`src/rtl/student_fir_mc_pkg.sv`:
```
// Shared types and helpers for the multichannel time-multiplexed FIR.
// Holds the FSM state type, the accumulator-width rule and the saturation test.
package student_fir_mc_pkg;

  typedef enum logic [1:0] {
    ST_IDLE  = 2'd0,
    ST_SHIFT = 2'd1,
    ST_MAC   = 2'd2,
    ST_DONE  = 2'd3
  } fir_state_e;

  // Widest value the saturation helper can inspect; OUT_SIZE must stay below this.
  localparam int MAX_W = 128;

  typedef struct packed {
    logic over;
    logic under;
  } sat_flags_t;

  function automatic int acc_width(input int data_w, input int coef_w, input int taps);
    return data_w + coef_w + $clog2(taps);
  endfunction

  // Reports whether v lies above or below the signed range of an out_w-bit result.
  function automatic sat_flags_t saturate(input logic signed [MAX_W-1:0] v, input int out_w);
    logic signed [MAX_W-1:0] hi;
    sat_flags_t f;
    hi = {{(MAX_W-1){1'b0}}, 1'b1};
    hi = (hi <<< (out_w - 1)) - {{(MAX_W-1){1'b0}}, 1'b1};
    f.over  = (v > hi);
    f.under = (v < ~hi);
    return f;
  endfunction

endpackage

```
`src/rtl/student_fir_mc_mac.sv`:
```
// Registered signed multiply-accumulate used sequentially by the FIR.
// clr has priority over en; the accumulator is sized so it can never overflow.
module student_fir_mc_mac #(
  parameter int DATA_SIZE = 16,
  parameter int COEF_SIZE = 16,
  parameter int ACC_W     = 36
) (
  input  logic                        clk,
  input  logic                        rst,
  input  logic                        clr,
  input  logic                        en,
  input  logic signed [DATA_SIZE-1:0] x,
  input  logic signed [COEF_SIZE-1:0] c,
  output logic signed [ACC_W-1:0]     acc
);

  logic signed [DATA_SIZE+COEF_SIZE-1:0] prod_s;
  logic signed [ACC_W-1:0]               acc_r;

  assign prod_s = x * c;
  assign acc    = acc_r;

  // Accumulator: cleared at the start of a run, adds one product per enabled cycle.
  always_ff @(posedge clk or posedge rst) begin
    if (rst) begin
      acc_r <= '0;
    end else if (clr) begin
      acc_r <= '0;
    end else if (en) begin
      acc_r <= acc_r + ACC_W'(prod_s);
    end else begin
      acc_r <= acc_r;
    end
  end

endmodule

```
`src/rtl/student_fir_mc.sv`:
```
// Multichannel FIR: per-channel delay lines, one shared coefficient set and one
// sequential MAC; results are scaled, saturated and tagged with their channel.
module student_fir_mc
  import student_fir_mc_pkg::*;
#(
  parameter int DATA_SIZE = 16,
  parameter int COEF_SIZE = 16,
  parameter int NUM_TAPS  = 16,
  parameter int NUM_CH    = 2,
  parameter int OUT_SIZE  = 32,
  parameter int SHIFT     = 0,
  localparam int CH_W     = (NUM_CH > 1) ? $clog2(NUM_CH) : 1,
  localparam int TAP_W    = $clog2(NUM_TAPS)
) (
  input  logic                 clk_i,
  input  logic                 rst_i,
  input  logic                 valid_strobe_in,
  input  logic [CH_W-1:0]      ch_in,
  input  logic [DATA_SIZE-1:0] sample_in,
  output logic                 ready_out,
  input  logic                 coef_we_i,
  input  logic [TAP_W-1:0]     coef_addr_i,
  input  logic [COEF_SIZE-1:0] coef_data_i,
  output logic                 coef_ack_out,
  output logic                 compute_finished_out,
  output logic                 valid_strobe_out,
  output logic [CH_W-1:0]      ch_out,
  output logic [OUT_SIZE-1:0]  y_out,
  output logic                 sat_out,
  output logic                 err_out
);

  localparam int ACC_W = acc_width(DATA_SIZE, COEF_SIZE, NUM_TAPS);
  localparam logic [TAP_W-1:0]    LAST_TAP = TAP_W'(NUM_TAPS - 1);
  localparam logic [OUT_SIZE-1:0] Y_MAX    = {1'b0, {(OUT_SIZE-1){1'b1}}};
  localparam logic [OUT_SIZE-1:0] Y_MIN    = {1'b1, {(OUT_SIZE-1){1'b0}}};

  fir_state_e                  state_r;
  logic [TAP_W-1:0]            tap_r;
  logic [CH_W-1:0]             ch_r;
  logic signed [DATA_SIZE-1:0] sample_r;
  logic signed [DATA_SIZE-1:0] delay_r [NUM_CH][NUM_TAPS];
  logic signed [COEF_SIZE-1:0] coef_r  [NUM_TAPS];

  logic                  ready_r, ack_r, fin_r, vout_r, sat_r, err_r;
  logic [CH_W-1:0]       ch_out_r;
  logic [OUT_SIZE-1:0]   y_r;

  logic                    ch_ok_s, addr_ok_s;
  logic                    mac_clr_s, mac_en_s;
  logic signed [ACC_W-1:0] acc_s, scaled_s;
  logic signed [MAX_W-1:0] wide_s;
  sat_flags_t              flags_s;

  assign ch_ok_s   = (32'(ch_in) < 32'(NUM_CH));
  // Guards tap counts that are not a power of two.
  assign addr_ok_s = (32'(coef_addr_i) < 32'(NUM_TAPS));
  assign mac_clr_s = (state_r == ST_SHIFT);
  assign mac_en_s  = (state_r == ST_MAC);
  assign scaled_s  = acc_s >>> SHIFT;
  assign wide_s    = MAX_W'(scaled_s);
  assign flags_s   = saturate(wide_s, OUT_SIZE);

  student_fir_mc_mac #(
    .DATA_SIZE (DATA_SIZE),
    .COEF_SIZE (COEF_SIZE),
    .ACC_W     (ACC_W)
  ) u_mac (
    .clk (clk_i),
    .rst (rst_i),
    .clr (mac_clr_s),
    .en  (mac_en_s),
    .x   (delay_r[ch_r][tap_r]),
    .c   (coef_r[tap_r]),
    .acc (acc_s)
  );

  assign ready_out            = ready_r;
  assign coef_ack_out         = ack_r;
  assign compute_finished_out = fin_r;
  assign valid_strobe_out     = vout_r;
  assign ch_out               = ch_out_r;
  assign y_out                = y_r;
  assign sat_out              = sat_r;
  assign err_out              = err_r;

  // Control FSM, delay lines, coefficient bank and registered result outputs.
  always_ff @(posedge clk_i or posedge rst_i) begin
    if (rst_i) begin
      state_r  <= ST_IDLE;
      tap_r    <= '0;
      ch_r     <= '0;
      sample_r <= '0;
      for (int c = 0; c < NUM_CH; c++) begin
        for (int k = 0; k < NUM_TAPS; k++) begin
          delay_r[c][k] <= '0;
        end
      end
      for (int k = 0; k < NUM_TAPS; k++) begin
        coef_r[k] <= '0;
      end
      ready_r  <= 1'b1;
      ack_r    <= 1'b0;
      fin_r    <= 1'b0;
      vout_r   <= 1'b0;
      sat_r    <= 1'b0;
      err_r    <= 1'b0;
      ch_out_r <= '0;
      y_r      <= '0;
    end else begin
      ack_r  <= 1'b0;
      fin_r  <= 1'b0;
      vout_r <= 1'b0;
      err_r  <= 1'b0;
      case (state_r)
        ST_IDLE: begin
          if (valid_strobe_in && ch_ok_s) begin
            ch_r     <= ch_in;
            sample_r <= sample_in;
            ready_r  <= 1'b0;
            state_r  <= ST_SHIFT;
          end else begin
            // A strobe reaching here carries a bad channel; a coefficient write may still land.
            err_r <= valid_strobe_in;
            if (coef_we_i && addr_ok_s) begin
              coef_r[coef_addr_i] <= coef_data_i;
              ack_r               <= 1'b1;
            end
          end
        end
        ST_SHIFT: begin
          for (int k = NUM_TAPS - 1; k > 0; k--) begin
            delay_r[ch_r][k] <= delay_r[ch_r][k-1];
          end
          delay_r[ch_r][0] <= sample_r;
          tap_r            <= '0;
          state_r          <= ST_MAC;
        end
        ST_MAC: begin
          tap_r <= tap_r + 1'b1;
          if (tap_r == LAST_TAP) begin
            fin_r   <= 1'b1;
            state_r <= ST_DONE;
          end
        end
        ST_DONE: begin
          if (flags_s.over) begin
            y_r <= Y_MAX;
          end else if (flags_s.under) begin
            y_r <= Y_MIN;
          end else begin
            y_r <= wide_s[OUT_SIZE-1:0];
          end
          sat_r    <= flags_s.over | flags_s.under;
          ch_out_r <= ch_r;
          vout_r   <= 1'b1;
          ready_r  <= 1'b1;
          state_r  <= ST_IDLE;
        end
        default: begin
          ready_r <= 1'b1;
          state_r <= ST_IDLE;
        end
      endcase
    end
  end

endmodule

```
`config.mk`:
```
export PLATFORM = sky130hd
export DESIGN_NAME = student_fir_mc
export DESIGN_NICKNAME = d
export VERILOG_FILES = /design/src/rtl/student_fir_mc_pkg.sv /design/src/rtl/student_fir_mc_mac.sv /design/src/rtl/student_fir_mc.sv
export SDC_FILE = /design/constraint.sdc
export NUM_CORES = 2
export LEC_CHECK = 0
export CAP_MARGIN = 10
export CORE_ASPECT_RATIO = 2
export CORE_MARGIN = 5
export CORE_UTILIZATION = 57
export DETAILED_ROUTE_END_ITERATION = 8
export GPL_ROUTABILITY_DRIVEN = 0
export GPL_TIMING_DRIVEN = 0
export MAX_ROUTING_LAYER = met4
export PLACE_DENSITY = 0.82
export SYNTH_ARGS = -nofsm -noshare
export SYNTH_HDL_FRONTEND = slang
export SYNTH_HIERARCHICAL = 1
export SYNTH_SLANG_ARGS = --single-unit
```
`constraint.sdc`:
```
create_clock -name clk_i -period 27.2 [get_ports clk_i]
set_input_delay 4.08 -clock clk_i [delete_from_list [all_inputs] [get_ports clk_i]]
set_output_delay 4.08 -clock clk_i [all_outputs]
set_load 0.005 [all_outputs]
```
# [After elaboration in Yosys (flattened, before gate mapping)]
# Index checks and enable logic that the tools add are counted.
[totals] wordCells=166 reg_bits=865 n_memories=0 latch_bits=0 ramBits=0 rom_bits=0 in_bits=41
[op_classes] n_div=0 n_eq_ne=6 n_reduce_logical=9 mux=76 multipliers=1 add_sub_neg=2 n_bitwise=5 n_lt_le_gt_ge=7 shift=0
[ops] op="$bwmux W512" n=16
[ops] op="$demux W256 S1" n=16
[ops] op="$mux W256" n=4
[ops] op="$bwmux W256" n=1
[ops] op="$mux W240" n=1
[ops] op="$mux W224" n=1
[ops] op="$mux W208" n=1
[ops] op="$mux W192" n=1
[ops] op="$mux W176" n=1
[ops] op="$mux W160" n=1
[ops] op="$mux W144" n=1
[ops] op="$bmux W16 S4" n=2
[ops] op="$mux W128" n=1
[ops] op="$mux W112" n=1
[ops] op="$mux W16" n=6
[ops] op="$mux W32" n=3
[ops] op="$mux W96" n=1
[ops] op="$mux W80" n=1
[ops] op="$mux W36" n=2
[ops] op="$demux W16 S4" n=1
[ops] op="$mux W64" n=1
[ops] op="$mux W48" n=1
[ops] op="$add A36 B32 Y36" n=1
[ops] op="$gt A36 B32 Y1 const B" n=1
[ops] op="26 further kinds" n=40

# [Longest topological paths before layout]
[depth] word_depth=21 mapped_depth=31

# [Modules after synthesis]
# The synthesis kept the hierarchy.
[modules_own_cells] mod="student_fir_mc" cells_each=2192 seq_area_each_um2=20746.1 area_each_um2=36755.3 instances=1
[modules_own_cells] mod="student_fir_mc_mac" cells_each=1437 seq_area_each_um2=900.9 area_each_um2=13355.3 instances=1

# [Worst setup path after synthesis]
# OpenSTA, ideal clock, no wires.
[synth_path] kind="flip-flop to flip-flop" from="reg tap_r[0]" to="reg u_mac.acc_r[32], in the netlist u_mac/acc[32]" path_stages_with_launch=28 required_ns=27.074 arrival_ns=7.604 slack_ns=19.470 path_cell_list="dfrtp_1 buf_2 buf_2 buf_2 mux4_2 mux4_2 clkbuf_1 and2_1 fa_1 inv_1 fa_1 fa_1 inv_1 fa_1 fa_1 inv_1 fa_1 inv_1 ha_1 buf_4 nand4_2 or4_1 a211oi_2 nor3_2 o31a_1 o21ai_2 a221oi_2 a311o_1"
[synth_between] elab_chain_len=8
[synth_lines] item="start, declared" line_no="student_fir_mc.sv:39" rtl="logic [TAP_W-1:0] tap_r;"
[synth_lines] item="start signal, assigned" line_no="student_fir_mc.sv:140" rtl="tap_r <= tap_r + 1'b1;"
[synth_lines] item="$not A4 Y5 (implied by the code) *" line_no="student_fir_mc.sv:73, student_fir_mc.sv:74"
[synth_lines] item="$bmux W16 S4 (on tied branches)" line_no="student_fir_mc.sv:73, student_fir_mc.sv:74"
[synth_lines] item="$mux W16 (on tied branches) (2 in series)" line_no="student_fir_mc.sv:73, student_fir_mc.sv:74"
[synth_lines] item="$mul A16 B16 Y32 *" line_no="student_fir_mc_mac.sv:20" rtl="assign prod_s = x * c;"
[synth_lines] item="$add A36 B32 Y36 *" line_no="student_fir_mc_mac.sv:30" rtl="acc_r <= acc_r + ACC_W'(prod_s);"
[synth_lines] item="$mux W36 *" line_no="student_fir_mc_mac.sv:29" rtl="end else if (en) begin"
[synth_lines] item="$mux W36 *" line_no="student_fir_mc_mac.sv:27" rtl="end else if (clr) begin"
[synth_lines] item="end signal, assigned" line_no="student_fir_mc_mac.sv:30"
[synth_lines] item="end signal, assigned" line_no="student_fir_mc_mac.sv:32" rtl="acc_r <= acc_r;"
[synth_lines] item="end, declared" line_no="student_fir_mc_mac.sv:18" rtl="logic signed [ACC_W-1:0] acc_r;"
# Every way passes the cells marked *; elsewhere a longest branch is shown, timed or not. The select of a mux whose other input is x is not followed.
# A chain may end at the register's enable or synchronous reset.

# [Worst setup path in the final report]
[layout_path] from="reg tap_r[1]" to="reg u_mac.acc_r[32], in the netlist u_mac/acc[32]"
# Same word-level chain as after synthesis.

==> flow_summary.toml <==
[clock_tree]
cts_tree = "done"
cts_setup_buffers = 0
hold_buffers = 0
cts_made_buffers = 77
cts.sinks = 865
clk_pin_slew_ns = 0.07
cts_resized = 0
clk_latency_ns = 0.69
root_buffer = "clkbuf_16"
clk_path_buf_depth = 3
htree_levels = 3

[outcome]
status = "finished with violations"
violations = "max-slew violations"

[worst_setup_path]
worstPathRequired_ns = 27.75
slowest_stage = "a221oi_1"
worst_path_most_repeated_cell = "fa_1"
path_delay_family = "adder cells"
cpPeakStageDelay_ns = 1.36
worstSetupPathType = "flip-flop to flip-flop"
timing.critical_path.buf_inv = 9
arrival_ns = 11.22
worstPathMaxFanout = 10
critPathLaunchType = "flip-flop"
crit_path_end_kind = "flip-flop"

[synthesis]
synth_mux_area_frac = 0.2876
synth-async-reset-ratio = 1.000
synthSimpleGateAreaFrac = 0.04370
ys_warn_count = 6
synth_top_family_by_area = "multiplexers"
synthXorXnorAreaFrac = 0.004544
synth-compound-area-share = 0.02824
synth-seq-cells = 865
synthesis.area_um2 = 50110
yosysTopAreaCell = "dfrtp_1"
syn_inst = 3629
synth_area_leaders = "dfrtp_1, mux2_2, fa_1"
synth_fp_nets = 4096
yosysSeqAreaShare = 0.4320
synth_adder_area_share = 0.1534
synth_edf_count = 0
avgSynthCellArea_um2 = 13.81
synth_ff_type = "dfrtp_1"
synth_top_area_frac = 0.4315
synth_cell_types = 78

[grt]
grt_overflow = 0
grt_max_degree = 45
grt_usage = 0.2930
grt_pass1_wl_um = 202100
grt_pass1_vias = 34830
antenna_found_initial = 5

[drt]
drt_wl_total_um = 130200
wire_per_inst_um = 25.84
drc = 0
vias_per_cell = 6.109
dr_total_vias = 30790
ant_nets = 0
dr.pass1.iters = 5
drtIter0Drc = 1963

[floorplanning]
core_area_um2 = 87100
die_area_um2 = 94300
fp.dieH_um = 429.3
die_w_um = 219.7
rows = 153
initial_core_util = 0.5753
ios = 80

[timing]
rsz0062_at_grt = "false"
timing.slew.headroom = -0.1001
tightest_slew_ns = 1.650
final.min_clock_period_ns = 10.67
slew_violations = 14
report.final.hold_viol_count = 0
setup_ws_ns = 16.53
fin_skew_ns = 0.03710
final.setup.tns_ns = 0
fin_crit_sh = 0.3923
fmax_ghz = 0.09372
setup_viol = 0

[place]
place.detailed.hpwl_um = 101900
pre_cts_slack_ns = 16.93
io_buffers = 76
dpl_cell_area_um2 = 52790

[layout]
drive_above_1_share = 0.3373
fillCellCount = 6244
synthToLayoutAreaGrowth_pct = 10.87
nets = 4282
design_area_um2 = 55560

[hold_path]
min_path_type = "flip-flop to flip-flop"

[run]
cap_violations = 0
-- synth_stat cells (12+ instances only) --
cell type / count
a211oi_1: 12
a21oi_1: 31
a221o_1: 31
a221oi_1: 17
and2_1: 124
buf_2: 79
buf_4: 13
clkbuf_1: 109
dfrtp_1: 864
fa_1: 314
ha_1: 112
inv_1: 396
mux2_2: 810
mux2i_1: 45
mux4_2: 210
nand2_1: 154
nand3_1: 17
nor2_1: 67
o21ai_0: 26
o22ai_1: 18
xnor2_1: 18
-- flip-flops by register name, summed over array words and instances, names as in the netlist --
register              cells
coef_ack_out              1
coef_r                  256
delay_r                 512
ch_r                      1
sat_out                   1
tap_r                     4
u_mac/acc                36
ready_out                 1
valid_strobe_out          1
sample_r                 16
state_r                   2
y_out                    32
compute_finished_out      1
ch_out                    1
-- area by class of cell --
type                       count  area, um2  share of cell area
tap                         1162       1454             0.02617
antenna                        5      12.51           0.0002252
multi-input combinational   2152      25950              0.4671
inverter                     397       1494             0.02689
clock inverter                33      515.5            0.009279
buffer                       215       1036             0.01865
timing repair buffer         107       1241             0.02234
sequential                   865      21650              0.3896
clock buffer                 103       2206             0.03971
-- per-stage QoR --
stage / hold slack [ns] / utilization / instances
after floorplan: 0.4533 / - / 3629
after global placement: 0.4620 / 0.6008 / 4867
after detailed placement: 0.4725 / 0.6061 / 4895
after CTS: 0.4900 / 0.6373 / 5031
after global routing: 0.5076 / 0.6378 / 5038
final: 0.4843 / 0.6378 / 5039
-- routing by layer --
layer  up-vias  wire length (um)  global-route usage
met4         0             15310              0.2616
met1     16060             40550              0.2815
li1      12910                 -                   -
met5         -                 0                   -
met3       660              5877             0.04830
met2      1154             68470              0.4968
-- logic make-up after synthesis --
kind of cell / count (synthesis)
compound gates: 190
flops: 865
xor+xnor: 26
buf+inv: 612
fa+ha+maj: 426
other cells: 1
mux: 1075
simple gates: 434
-- final timing paths --
path | start | end | slack (ns) | depth (start not counted)
min reg2reg | coef_r[242]$_DFFE_PP0P_ | coef_r[242]$_DFFE_PP0P_ | 0.48 | 1
max | tap_r[1]$_DFFE_PP0P_ | u_mac/acc[32]$_DFFE_PP0P_ | 16.53 | 28
min in group asynchronous | rst_i | y_out[0]$_DFFE_PP0P_ | 3.90 | 2
min | coef_r[242]$_DFFE_PP0P_ | coef_r[242]$_DFFE_PP0P_ | 0.48 | 1
max in group asynchronous | rst_i | coef_r[75]$_DFFE_PP0P_ | 21.26 | 8
max reg2reg | tap_r[1]$_DFFE_PP0P_ | u_mac/acc[32]$_DFFE_PP0P_ | 16.53 | 28
-- layout by cell type (no fill, tap or decap), types with 18 or more instances in the layout --
master	synthesis	final
a21oi_1	31	31
clkdlybuf4s50_1	0	76
mux4_2	210	210
and2_1	124	124
o21ai_0	26	26
o22ai_1	18	18
clkbuf_8	3	19
inv_1	396	394
mux2_2	810	810
clkbuf_16	0	78
ha_1	112	112
buf_12	0	21
clkbuf_1	109	118
fa_1	314	314
a221o_1	31	31
nor2_1	67	67
nand2_1	154	154
xnor2_1	18	18
buf_2	79	85
mux2i_1	45	45
dfrtp_1	864	864
Power is left out: the tool's default activity adds up to more than one toggle a clock period on the data nets, which glitch-free logic cannot reach.
